[src/rtl/timer_pkg.sv]
// Shared register map, control/status bit positions and the byte-lane merge
// helper for the timer peripheral.
package timer_pkg;

  localparam logic [7:0] OFS_CTRL      = 8'h00;
  localparam logic [7:0] OFS_PRESC     = 8'h02;
  localparam logic [7:0] OFS_RELOAD_HI = 8'h04;
  localparam logic [7:0] OFS_RELOAD_LO = 8'h06;
  localparam logic [7:0] OFS_COUNT_HI  = 8'h08;
  localparam logic [7:0] OFS_COUNT_LO  = 8'h0A;
  localparam logic [7:0] OFS_STATUS    = 8'h0C;

  localparam int CTRL_EN    = 0;
  localparam int CTRL_AUTO  = 1;
  localparam int CTRL_IRQEN = 2;
  localparam int STATUS_EXP = 0;

  // Upper strobe selects bits [15:8], lower strobe selects bits [7:0].
  function automatic logic [15:0] laneMerge(input logic [15:0] oldVal,
                                            input logic [15:0] newVal,
                                            input logic        upper,
                                            input logic        lower);
    laneMerge = {upper ? newVal[15:8] : oldVal[15:8],
                 lower ? newVal[7:0]  : oldVal[7:0]};
  endfunction

endpackage

[src/rtl/timer_prescaler.sv]
// Prescaler down-counter: emits one tick every (presc+1) enabled clocks.
module timer_prescaler (
  input  logic        clk,
  input  logic        reset_n,
  input  logic        i_en,
  input  logic        i_restart,
  input  logic [15:0] i_presc,
  output logic        o_tick
);

  logic [15:0] r_pcnt;

  // A restart reloads the count and swallows any tick due on that cycle.
  assign o_tick = i_en & ~i_restart & (r_pcnt == 16'd0);

  always_ff @(posedge clk) begin
    if (!reset_n) begin
      r_pcnt <= 16'd0;
    end else if (i_restart) begin
      r_pcnt <= i_presc;
    end else if (i_en) begin
      r_pcnt <= (r_pcnt == 16'd0) ? i_presc : r_pcnt - 16'd1;
    end
  end

endmodule

[src/rtl/timer_dev.sv]
// Programmable down-counting timer slave on the 16-bit peripheral bus.
// Define TIMER_LATCH_EN to add a COUNT_LO shadow latched by COUNT_HI reads.
module timer_dev
  import timer_pkg::*;
#(
  parameter int CNT_WIDTH   = 32,
  parameter int PRESC_WIDTH = 16
) (
  input  logic        clk,
  input  logic        reset_n,
  input  logic [15:0] data_write,
  output logic [15:0] data_read,
  input  logic [7:0]  addr,
  input  logic        uds,
  input  logic        lds,
  input  logic        rw,
  output logic        ack,
  output logic        irq
);

  localparam logic [31:0] CNT_MASK   = 32'hFFFF_FFFF >> (32 - CNT_WIDTH);
  localparam logic [15:0] PRESC_MASK = 16'hFFFF >> (16 - PRESC_WIDTH);

  logic [2:0]  r_ctrl;
  logic [15:0] r_presc;
  logic [31:0] r_reload;
  logic [31:0] r_count;
  logic        r_exp;
  logic        r_ack;
  logic [15:0] r_dataRead;
  logic        r_irq;

  logic        w_req, w_start, w_wr, w_rd;
  logic [7:0]  w_ofs;
  logic        w_wrCtrl, w_wrPresc, w_wrReloadHi, w_wrReloadLo;
  logic        w_wrCountHi, w_wrCountLo, w_wrCount, w_wrStatus;
  logic        w_enRise, w_enDrop, w_restart;
  logic        w_presTick, w_tick, w_setExp, w_clrExp;
  logic [15:0] w_countLoRead;
  logic [15:0] w_readVal;
  logic        w_unused;

  assign w_unused = addr[0];

  assign w_req   = uds | lds;
  assign w_start = w_req & ~r_ack;
  assign w_wr    = w_start & ~rw;
  assign w_rd    = w_start & rw;
  assign w_ofs   = {addr[7:1], 1'b0};

  assign w_wrCtrl     = w_wr && (w_ofs == OFS_CTRL);
  assign w_wrPresc    = w_wr && (w_ofs == OFS_PRESC);
  assign w_wrReloadHi = w_wr && (w_ofs == OFS_RELOAD_HI);
  assign w_wrReloadLo = w_wr && (w_ofs == OFS_RELOAD_LO);
  assign w_wrCountHi  = w_wr && (w_ofs == OFS_COUNT_HI);
  assign w_wrCountLo  = w_wr && (w_ofs == OFS_COUNT_LO);
  assign w_wrStatus   = w_wr && (w_ofs == OFS_STATUS);
  assign w_wrCount    = w_wrCountHi | w_wrCountLo;

  // CTRL bits live only in the lower lane, so only lds can change EN.
  assign w_enRise  = w_wrCtrl & lds & data_write[CTRL_EN] & ~r_ctrl[CTRL_EN];
  assign w_enDrop  = w_wrCtrl & lds & ~data_write[CTRL_EN];
  assign w_restart = w_enRise | w_wrCount;

  timer_prescaler u_prescaler (
    .clk       (clk),
    .reset_n   (reset_n),
    .i_en      (r_ctrl[CTRL_EN]),
    .i_restart (w_restart),
    .i_presc   (r_presc),
    .o_tick    (w_presTick)
  );

  assign w_tick   = w_presTick & ~w_enDrop;
  assign w_setExp = w_tick & (r_count == 32'd0);
  assign w_clrExp = w_wrStatus & lds & data_write[STATUS_EXP];

`ifdef TIMER_LATCH_EN
  logic [15:0] r_shadow;
  logic        r_shadowValid;

  always_ff @(posedge clk) begin
    if (!reset_n) begin
      r_shadow      <= 16'd0;
      r_shadowValid <= 1'b0;
    end else if (w_wrCount) begin
      r_shadowValid <= 1'b0;
    end else if (w_rd && (w_ofs == OFS_COUNT_HI)) begin
      r_shadow      <= r_count[15:0];
      r_shadowValid <= 1'b1;
    end else if (w_rd && (w_ofs == OFS_COUNT_LO)) begin
      r_shadowValid <= 1'b0;
    end
  end

  assign w_countLoRead = r_shadowValid ? r_shadow : r_count[15:0];
`else
  assign w_countLoRead = r_count[15:0];
`endif

  always_comb begin
    w_readVal = 16'd0;
    case (w_ofs)
      OFS_CTRL:      w_readVal = {13'd0, r_ctrl};
      OFS_PRESC:     w_readVal = r_presc;
      OFS_RELOAD_HI: w_readVal = r_reload[31:16];
      OFS_RELOAD_LO: w_readVal = r_reload[15:0];
      OFS_COUNT_HI:  w_readVal = r_count[31:16];
      OFS_COUNT_LO:  w_readVal = w_countLoRead;
      OFS_STATUS:    w_readVal = {15'd0, r_exp};
      default:       w_readVal = 16'd0;
    endcase
  end

  // Later assignments win: a bus write overrides the tick's effect on the
  // same register, and the set term in r_exp beats a simultaneous clear.
  always_ff @(posedge clk) begin
    if (!reset_n) begin
      r_ctrl     <= 3'd0;
      r_presc    <= 16'd0;
      r_reload   <= 32'd0;
      r_count    <= 32'd0;
      r_exp      <= 1'b0;
      r_ack      <= 1'b0;
      r_dataRead <= 16'd0;
      r_irq      <= 1'b0;
    end else begin
      r_ack <= w_req;
      r_irq <= r_exp & r_ctrl[CTRL_IRQEN];
      r_exp <= (r_exp & ~w_clrExp) | w_setExp;

      if (w_start) begin
        r_dataRead <= rw ? w_readVal : 16'd0;
      end

      if (w_tick) begin
        if (r_count != 32'd0) begin
          r_count <= r_count - 32'd1;
        end else if (r_ctrl[CTRL_AUTO]) begin
          r_count <= r_reload;
        end else begin
          r_ctrl[CTRL_EN] <= 1'b0;
        end
      end

      if (w_wrCtrl && lds) begin
        r_ctrl <= data_write[2:0];
      end
      if (w_wrPresc) begin
        r_presc <= laneMerge(r_presc, data_write, uds, lds) & PRESC_MASK;
      end
      if (w_wrReloadHi) begin
        r_reload <= {laneMerge(r_reload[31:16], data_write, uds, lds),
                     r_reload[15:0]} & CNT_MASK;
      end
      if (w_wrReloadLo) begin
        r_reload <= {r_reload[31:16],
                     laneMerge(r_reload[15:0], data_write, uds, lds)} & CNT_MASK;
      end
      if (w_wrCountHi) begin
        r_count <= {laneMerge(r_count[31:16], data_write, uds, lds),
                    r_count[15:0]} & CNT_MASK;
      end
      if (w_wrCountLo) begin
        r_count <= {r_count[31:16],
                    laneMerge(r_count[15:0], data_write, uds, lds)} & CNT_MASK;
      end
    end
  end

  assign ack       = r_ack;
  assign data_read = r_dataRead;
  assign irq       = r_irq;

endmodule

[config.mk]
export PLATFORM = sky130hd
export DESIGN_NAME = timer_dev
export DESIGN_NICKNAME = d
export VERILOG_FILES = /design/src/rtl/timer_pkg.sv /design/src/rtl/timer_prescaler.sv /design/src/rtl/timer_dev.sv
export SDC_FILE = /design/constraint.sdc
export NUM_CORES = 1
export LEC_CHECK = 0
export BUFFER_PORTS_ARGS = -buffer_cell sky130_fd_sc_hd__buf_2
export CORE_ASPECT_RATIO = 0.75
export CORE_MARGIN = 4
export CORE_UTILIZATION = 37
export CTS_CLUSTER_DIAMETER = 30
export DETAILED_ROUTE_END_ITERATION = 10
export GPL_TIMING_DRIVEN = 0
export PLACE_DENSITY_LB_ADDON = 0.2
export SETUP_SLACK_MARGIN = 0.3
export SLEW_MARGIN = 15
export SYNTH_ARGS = -nofsm -noshare
export SYNTH_HDL_FRONTEND = slang
export SYNTH_SLANG_ARGS = --single-unit
[constraint.sdc]
create_clock -name clk -period 3.6 [get_ports clk]
set_clock_uncertainty 0.1 [all_clocks]
set_input_delay 1.08 -clock clk [delete_from_list [all_inputs] [get_ports clk]]
set_output_delay 1.08 -clock clk [all_outputs]
set_load 0.03 [all_outputs]
==> metrics.txt, run 1 <==
# TYPE chip_impl_metric gauge
chip_impl_info{name="reg2reg_to",value="r_count[0]"} 1
chip_impl_metric{name="post_drt_via_cell_ratio",unit=""} 6.07
chip_impl_metric{name="placement.io_buffers",unit=""} 39
chip_impl_metric{name="async_flop_share",unit="%"} 0
chip_impl_metric{name="synth.ff_latch_count",unit=""} 118
chip_impl_metric{name="intPower",unit="mW"} 2.44
chip_impl_metric{name="power.clock.fraction",unit="%"} 53.4
chip_impl_metric{name="die_width",unit="um"} 166
chip_impl_metric{name="seq_power_share",unit="%"} 40.6
chip_impl_info{name="setup.worst_path.start_class",value="flip-flop"} 1
chip_impl_info{name="synthTopCellsByArea",value="sky130_fd_sc_hd__dfxtp_1 34%, sky130_fd_sc_hd__mux2i_1 8.6%, sky130_fd_sc_hd__nand2_1 6.2%, sky130_fd_sc_hd__o21ai_0 5.5%, sky130_fd_sc_hd__a21boi_0 3.8%"} 1
chip_impl_info{name="critPathLaunch",value="r_count[0]"} 1
chip_impl_metric{name="ff_latch_area",unit="mm^2"} 0.00236
chip_impl_metric{name="clock_transition_at_the_registers_of_the_reported_paths",unit="ns"} 0.06
chip_impl_metric{name="area_of_the_die",unit="mm^2"} 0.0211
chip_impl_metric{name="final_layout_size_suffix_gt1_share",unit="%"} 13.8
chip_impl_metric{name="synth-seq-area-share",unit="%"} 34.0
chip_impl_metric{name="worst-endpoint-required",unit="ns"} 3.81
chip_impl_info{name="cts_tree",value="done"} 1
chip_impl_info{name="synth_largest_area_cell",value="sky130_fd_sc_hd__dfxtp_1"} 1
chip_impl_metric{name="avgSynthCellArea",unit="um^2"} 7.95
chip_impl_metric{name="dr_total_vias",unit=""} 7262
chip_impl_info{name="most-common-layout-cells",value="118 x sky130_fd_sc_hd__dfxtp_1, 114 x sky130_fd_sc_hd__nand2_1, 76 x sky130_fd_sc_hd__o21ai_0"} 1
chip_impl_metric{name="postSynthCellCount",unit=""} 875
chip_impl_metric{name="first_iter_violations",unit=""} 915
chip_impl_metric{name="vias_in_the_first_global_route",unit=""} 6460
chip_impl_metric{name="multi_input_comb_area",unit="mm^2"} 0.00437
chip_impl_metric{name="dpl.hpwl",unit="um"} 19700
chip_impl_metric{name="cap_viol_max_count",unit=""} 0
chip_impl_metric{name="grt_first_pass_wirelength",unit="um"} 40400
chip_impl_info{name="layout_commonest_cell",value="sky130_fd_sc_hd__dfxtp_1"} 1
chip_impl_metric{name="finish.net_count",unit=""} 970
chip_impl_metric{name="die_height",unit="um"} 127
chip_impl_metric{name="wl",unit="um"} 26600
chip_impl_info{name="cts-root-buf",value="sky130_fd_sc_hd__clkbuf_16"} 1
chip_impl_metric{name="drtAntennaViolNets",unit=""} 0
chip_impl_metric{name="timing.slew.headroom",unit="%"} 21.4
chip_impl_metric{name="flow.area_growth_from_synthesis",unit="%"} 17.9
chip_impl_metric{name="reg2reg_depth",unit=""} 8
chip_impl_metric{name="p_sw",unit="uW"} 790
chip_impl_info{name="worst-setup-path-type",value="reg2reg"} 1
chip_impl_metric{name="finalCriticalPeriod",unit="ns"} 3.25
chip_impl_metric{name="gp_routability_congestion",unit=""} 0.974
chip_impl_metric{name="worst_pin_slew",unit="ns"} 1.18
chip_impl_metric{name="top_level_ports",unit=""} 47
chip_impl_metric{name="synth_top_cell_area_share",unit="%"} 34.0
chip_impl_metric{name="yosysWarnings",unit=""} 0
chip_impl_metric{name="core",unit="mm^2"} 0.0185
chip_impl_metric{name="power_switching_share",unit="%"} 24.5
chip_impl_metric{name="detail_route.first_pass.iterations",unit=""} 6
chip_impl_metric{name="cts.hold.buffers_added",unit=""} 0
chip_impl_info{name="hold_path_class",value="reg2reg"} 1
chip_impl_metric{name="cts_max_level",unit=""} 4
chip_impl_metric{name="power.density",unit="mW/mm^2"} 394
chip_impl_metric{name="cts_max_path_buffers",unit=""} 2
chip_impl_metric{name="numCtsBuffers",unit=""} 17
chip_impl_info{name="status",value="completed"} 1
chip_impl_metric{name="insertedDiodeCount",unit=""} 0
chip_impl_metric{name="grt_antenna_before_repair",unit=""} 1
chip_impl_metric{name="finalCoreUtilization",unit="%"} 44.4
chip_impl_metric{name="crit_fanout",unit=""} 6
chip_impl_metric{name="setup-violations-final",unit=""} 0
chip_impl_metric{name="placed_area",unit="mm^2"} 0.00746
chip_impl_metric{name="ratio_of_final_minimum_period_to_clock_period",unit="%"} 90.2
chip_impl_metric{name="r2r_slack",unit="ns"} 0.35
chip_impl_metric{name="worstPathArrival",unit="ns"} 3.45
chip_impl_info{name="rsz0062_at_grt",value="yes"} 1
chip_impl_metric{name="groute.usage.overall",unit="%"} 24.9
chip_impl_metric{name="power.combinational.fraction",unit="%"} 6.0
chip_impl_metric{name="fillers",unit=""} 1875
chip_impl_metric{name="initial_core_util",unit="%"} 37.7
chip_impl_metric{name="hold_viol_final",unit=""} 0
chip_impl_info{name="crit_end",value="r_count[0]"} 1
chip_impl_info{name="ys_dominant_reg_cell",value="sky130_fd_sc_hd__dfxtp_1"} 1
chip_impl_metric{name="routed_wire_length_per_instance",unit="um"} 22.2
chip_impl_metric{name="drc_errors",unit=""} 0
chip_impl_metric{name="syn_area",unit="mm^2"} 0.00695
chip_impl_metric{name="leakage",unit="nW"} 3.13
chip_impl_metric{name="final_max_slew_viol_count",unit=""} 0
chip_impl_info{name="crit-reg2reg-launch",value="r_count[0]"} 1
chip_impl_info{name="worstSetupEndpointType",value="flip-flop"} 1
chip_impl_metric{name="post_route_cell_area",unit="mm^2"} 0.00820
chip_impl_metric{name="fmax",unit="MHz"} 308
chip_impl_metric{name="grt_remaining_overflow",unit=""} 0
chip_impl_metric{name="synth_fp_nets",unit=""} 908
chip_impl_metric{name="rows",unit=""} 43
chip_impl_metric{name="power.ir.vdd_worst",unit="mV"} 0.255
chip_impl_metric{name="maximum_number_of_pins_on_one_net_before_global_route_repair",unit=""} 17
chip_impl_metric{name="sink_count_of_the_clock_tree",unit=""} 118
chip_impl_metric{name="clock_latency",unit="ns"} 0.43
chip_impl_metric{name="synth.lib_cells_used.distinct",unit=""} 64
chip_impl_metric{name="synth_edf_count",unit=""} 0
==> worst max-delay path, stage by stage, from the launching register on <==
cell	delay [ns]
sky130_fd_sc_hd__dfxtp_1	0.37
sky130_fd_sc_hd__inv_1	0.13
sky130_fd_sc_hd__ha_1	0.17
sky130_fd_sc_hd__or4b_4	0.51
sky130_fd_sc_hd__or4_4	0.61
sky130_fd_sc_hd__nor3_2	0.54
sky130_fd_sc_hd__mux2_2	0.40
sky130_fd_sc_hd__o2111ai_1	0.18
sky130_fd_sc_hd__o21ai_0	0.11
==> logic make-up after synthesis <==
logic type,share of synthesized area (%)
compound gates,24.2
xor+xnor,2.52
fa+ha+maj,0.720
buf+inv,4.53
flops,34.0
mux,9.93
simple gates,24.1
==> power by group through the flow <==
stage	sequential, mW	combinational, mW	clock [mW]
floorplan	1.34	0.0992	0
global placement	1.34	0.182	0
detailed placement	1.34	0.181	0
CTS	1.31	0.185	1.74
global route	1.31	0.203	1.81
finish	1.31	0.193	1.73
==> worst min-delay path by stage <==
stage | start | end | slack, ns | cells after the start
after floorplan | r_presc[15] | r_presc[15] | 0.35 | 2
after global placement | r_reload[2] | r_reload[2] | 0.37 | 2
after detailed placement | r_reload[2] | r_reload[2] | 0.38 | 2
after CTS | r_reload[2] | r_reload[2] | 0.39 | 2
after global routing | r_reload[2] | r_reload[2] | 0.41 | 2
final | r_reload[2] | r_reload[2] | 0.39 | 2
==> metrics by stage <==
stage / hold WS (ns) / std cells / TNS, ns / worst slack [ns] / total power, mW
2_1_floorplan: 0.349 / 875 / 0 / 0.358 / 1.44
3_3_place_gp: 0.373 / 1161 / -27.07 / -0.759 / 1.52
3_5_place_dp: 0.380 / 1161 / -31.06 / -0.809 / 1.52
4_1_cts: 0.388 / 1195 / 0 / 0.322 / 3.23
5_1_grt: 0.414 / 1197 / 0 / 0.255 / 3.32
6_report: 0.385 / 1197 / 0 / 0.352 / 3.23
==> flip-flops by register name, indices dropped and copies added (netlist names) <==
signal / flops
r_count: 32
r_reload: 32
data_read: 16
r_presc: 16
u_prescaler.r_pcnt: 16
r_ctrl: 3
ack: 1
irq: 1
r_exp: 1
==> per-layer routing <==
metal	vias to the layer above	share of wire [%]	wire length [um]	global-route usage, %
li1	3343	-	-	-
met1	3496	48	12700	38.8
met2	389	41	10800	34.5
met3	34	9.9	2630	5.05
met4	0	1.8	488	6.78
met5	-	0	0	0
==> cell usage after synthesis (3+ instances only) <==
cell and number:
sky130_fd_sc_hd__o221a_2 3, sky130_fd_sc_hd__nand2_1 114, sky130_fd_sc_hd__o22ai_1 20, sky130_fd_sc_hd__or4_1 8
sky130_fd_sc_hd__buf_1 3, sky130_fd_sc_hd__o21ai_0 76, sky130_fd_sc_hd__xor2_1 4, sky130_fd_sc_hd__a31oi_1 25
sky130_fd_sc_hd__a21o_1 9, sky130_fd_sc_hd__xnor2_1 16, sky130_fd_sc_hd__a21oi_1 47, sky130_fd_sc_hd__mux2_2 7
sky130_fd_sc_hd__nand3b_1 4, sky130_fd_sc_hd__buf_6 3, sky130_fd_sc_hd__or2_2 4, sky130_fd_sc_hd__a211oi_2 4
sky130_fd_sc_hd__nand4_1 10, sky130_fd_sc_hd__nor2b_1 31, sky130_fd_sc_hd__dfxtp_1 118, sky130_fd_sc_hd__and3_1 6
sky130_fd_sc_hd__nand3_1 26, sky130_fd_sc_hd__o21a_1 4, sky130_fd_sc_hd__nor2_1 29, sky130_fd_sc_hd__o211ai_1 12
sky130_fd_sc_hd__a211oi_1 4, sky130_fd_sc_hd__and4_1 5, sky130_fd_sc_hd__a21boi_0 35, sky130_fd_sc_hd__and2_1 22
sky130_fd_sc_hd__o221ai_1 3, sky130_fd_sc_hd__o41ai_1 5, sky130_fd_sc_hd__buf_2 3, sky130_fd_sc_hd__mux2i_1 60
sky130_fd_sc_hd__ha_1 4, sky130_fd_sc_hd__nor3_1 27, sky130_fd_sc_hd__o21ai_1 3, sky130_fd_sc_hd__or3_1 4
sky130_fd_sc_hd__nor4_2 3, sky130_fd_sc_hd__clkbuf_1 60, sky130_fd_sc_hd__inv_1 8, sky130_fd_sc_hd__nor4_1 16
==> what timing repair did <==
| item | 4_1_cts | 5_1_grt |
|---|---|---|
| gates resized for setup | 12 | 31 |
| endpoints found under the setup margin | 96 | 83 |
| buffers inserted | 2 | 2 |
| pin swaps | 2 | 2 |
==> cell type report <==
cell class / count / area share [%]
multi-input cells: 680 / 53.3
flip-flops and latches: 118 / 28.8
clock buffers: 20 / 5.69
well taps: 247 / 3.77
plain buffers: 69 / 3.74
repair buffers: 43 / 2.75
clock inverters: 12 / 1.56
inverters: 8 / 0.366
Power figures use the tool's default switching activity.
==> run 2: changes to the inputs <==
==> constraint.sdc (replaced) <==
create_clock -name clk -period 3.49 [get_ports clk]
set_clock_uncertainty 0.1 [all_clocks]
set_input_delay 1.047 -clock clk [delete_from_list [all_inputs] [get_ports clk]]
set_output_delay 1.047 -clock clk [all_outputs]
set_load 0.03 [all_outputs]
==> run 2 against run 1 <==
Against the previous run: count of clock-buffer cells in the layout increased by 2; global-route usage increased by 0.21 points; die area unchanged; combinational power increased by 5%; final area increased by 0.66%; via count decreased by 0.14%; clock power increased by 8%; flip-flop and latch count unchanged; first-iteration DRC count decreased by 12%; final cell count unchanged; worst setup slack improved by 0.042 ns.
==> metrics.txt, run 2 (synthesis results as in run 1) <==
# TYPE chip_impl_metric gauge
chip_impl_info{name="status",value="completed"} 1
chip_impl_metric{name="worst-endpoint-required",unit="ns"} 3.70
chip_impl_metric{name="rows",unit=""} 43
chip_impl_info{name="most-common-layout-cells",value="118 x sky130_fd_sc_hd__dfxtp_1, 114 x sky130_fd_sc_hd__nand2_1, 75 x sky130_fd_sc_hd__o21ai_0"} 1
chip_impl_metric{name="numCtsBuffers",unit=""} 17
chip_impl_metric{name="area_of_the_die",unit="mm^2"} 0.0211
chip_impl_metric{name="finalWorstSetupSlack",unit="ns"} 0.394
chip_impl_metric{name="insertedDiodeCount",unit=""} 0
chip_impl_metric{name="clock_transition_at_the_registers_of_the_reported_paths",unit="ns"} 0.06
chip_impl_metric{name="first_iter_violations",unit=""} 809
chip_impl_metric{name="leakage",unit="nW"} 3.17
chip_impl_metric{name="clock_latency",unit="ns"} 0.43
chip_impl_metric{name="groute.usage.overall",unit="%"} 25.1
chip_impl_metric{name="final_layout_size_suffix_gt1_share",unit="%"} 14.0
chip_impl_info{name="cts-root-buf",value="sky130_fd_sc_hd__clkbuf_16"} 1
chip_impl_metric{name="timing.critical_path.depth",unit=""} 10
chip_impl_metric{name="totalNegativeSetupSlack",unit="ns"} 0
chip_impl_info{name="rsz0062_at_grt",value="yes"} 1
chip_impl_metric{name="finalNonFillerCells",unit=""} 1197
chip_impl_metric{name="placement.io_buffers",unit=""} 39
chip_impl_metric{name="pre_cts_slack",unit="ns"} -0.963
chip_impl_info{name="crit-reg2reg-launch",value="r_count[0]"} 1
chip_impl_info{name="hold_path_startpoint",value="r_presc[14]"} 1
chip_impl_metric{name="maximum_number_of_pins_on_one_net_before_global_route_repair",unit=""} 17
chip_impl_metric{name="routed_wire_length_per_instance",unit="um"} 22.4
chip_impl_metric{name="dr_total_vias",unit=""} 7252
chip_impl_info{name="critical_path.slowest_cell",value="sky130_fd_sc_hd__or4_1"} 1
chip_impl_metric{name="drc_errors",unit=""} 0
chip_impl_metric{name="cap_viol_max_count",unit=""} 0
chip_impl_info{name="hold_path_class",value="reg2reg"} 1
chip_impl_info{name="timing.critical_path.cells",value="buf_2 > or4_1 > clkbuf_1 > nor4b_4 > buf_4 > nand2b_1 > clkbuf_2 > o21ai_0 > a2bb2oi_1 > a21oi_1"} 1
chip_impl_metric{name="detail_route.first_pass.iterations",unit=""} 5
chip_impl_info{name="worst-setup-path-type",value="in2reg"} 1
chip_impl_metric{name="grt_first_pass_wirelength",unit="um"} 40500
chip_impl_info{name="crit_path_max_delay_family",value="simple AND/OR/NAND/NOR gates"} 1
chip_impl_metric{name="core",unit="mm^2"} 0.0185
chip_impl_metric{name="drtAntennaViolNets",unit=""} 0
chip_impl_metric{name="power.ir.vdd_worst",unit="mV"} 0.233
chip_impl_metric{name="initial_core_util",unit="%"} 37.7
chip_impl_metric{name="grt_remaining_overflow",unit=""} 0
chip_impl_metric{name="grt_antenna_before_repair",unit=""} 0
chip_impl_metric{name="holdPathStages",unit=""} 2
chip_impl_metric{name="critical-path-max-stage-delay",unit="ns"} 0.52
chip_impl_metric{name="timing.slew.headroom",unit="%"} 31.6
chip_impl_metric{name="finish.net_count",unit=""} 971
chip_impl_metric{name="crit_fanout",unit=""} 10
chip_impl_metric{name="die_width",unit="um"} 166
chip_impl_metric{name="ratio_of_final_minimum_period_to_clock_period",unit="%"} 88.7
chip_impl_metric{name="cts_max_path_buffers",unit=""} 2
chip_impl_metric{name="reg2reg_depth",unit=""} 10
chip_impl_metric{name="vias_in_the_first_global_route",unit=""} 6513
chip_impl_metric{name="wl",unit="um"} 26800
chip_impl_metric{name="timing.critical_path.buf_inv",unit=""} 4
chip_impl_metric{name="gp_routability_congestion",unit=""} 0.969
chip_impl_metric{name="cts_max_level",unit=""} 4
chip_impl_metric{name="finalCoreUtilization",unit="%"} 44.7
chip_impl_metric{name="final_max_slew_viol_count",unit=""} 0
chip_impl_info{name="reg2reg_to",value="r_count[4]"} 1
chip_impl_info{name="hold_path_end",value="r_presc[14]"} 1
chip_impl_metric{name="die_height",unit="um"} 127
chip_impl_info{name="regs_by_ff_count",value="r_count: 32 flops, r_reload: 32 flops"} 1
chip_impl_metric{name="dp.cells",unit=""} 1161
chip_impl_info{name="layout_commonest_cell",value="sky130_fd_sc_hd__dfxtp_1"} 1
chip_impl_metric{name="post_drt_via_cell_ratio",unit=""} 6.06
chip_impl_metric{name="power.density",unit="mW/mm^2"} 414
chip_impl_metric{name="report.power.total",unit="mW"} 3.41
chip_impl_metric{name="hold_viol_final",unit=""} 0
chip_impl_metric{name="flow.area_growth_from_synthesis",unit="%"} 18.7
chip_impl_metric{name="hold-worst-slack",unit="ns"} 0.388
chip_impl_metric{name="worstPathArrival",unit="ns"} 3.30
chip_impl_metric{name="setup-violations-final",unit=""} 0
chip_impl_info{name="worstSetupEndpointType",value="flip-flop"} 1
chip_impl_info{name="setup.worst_path.start_class",value="input port"} 1
chip_impl_metric{name="finalCriticalPeriod",unit="ns"} 3.10
chip_impl_metric{name="dpl.hpwl",unit="um"} 19800
chip_impl_metric{name="top_level_ports",unit=""} 47
chip_impl_metric{name="worst_pin_slew",unit="ns"} 1.02
chip_impl_metric{name="fmax",unit="MHz"} 323
chip_impl_metric{name="sink_count_of_the_clock_tree",unit=""} 118
chip_impl_metric{name="r2r_slack",unit="ns"} 0.43
chip_impl_info{name="cts_tree",value="done"} 1
chip_impl_metric{name="post_route_cell_area",unit="mm^2"} 0.00825
chip_impl_metric{name="placed_area",unit="mm^2"} 0.00747
## run 2: area by class of cell
type                       count  area (um^2)
fill                        1886        10200
multi-input combinational    680         4390
sequential                   118         2360
clock buffer                  22          464
buffer                        69          317
tap                          247          309
timing repair buffer          44          233
clock inverter                 9          150
inverter                       8         30.0
## run 2: worst min-delay path, cell delays in order (launching register included)
cell	delay, ns
sky130_fd_sc_hd__dfxtp_1	0.32
sky130_fd_sc_hd__nand2_1	0.05
sky130_fd_sc_hd__a21boi_0	0.06
## run 2: how the worst max path moves through the flow
stage	start	end	slack [ns]
2_1_floorplan	addr[4]	r_count[27]	0.34
3_3_place_gp	addr[4]	r_count[31]	-0.94
3_5_place_dp	addr[4]	r_count[28]	-0.96
4_1_cts	addr[2]	r_count[21]	0.31
5_1_grt	addr[7]	r_reload[18]	0.30
6_report	addr[4]	r_count[16]	0.39
## run 2: routing by layer
metal	vias up	wire length [um]	GRT usage, %
li1	3343	-	-
met3	53	2910	6.11
met4	0	697	8.23
met2	420	10600	35.0
met1	3436	12500	37.8
met5	-	0	0
## run 2: report_power, final
part	total [mW]	switching (mW)	internal (mW)
clock network	1.86	0.636	1.22
logic	0.202	0.137	0.0657
registers	1.35	0.00257	1.35
## run 2: what timing repair did
item / CTS / global route
endpoints found under the setup margin: 99 / 49
pin swaps: 3 / 3
resized for setup: 14 / 43
buffers inserted: 5 / 0
hold buffers: 0 / 0
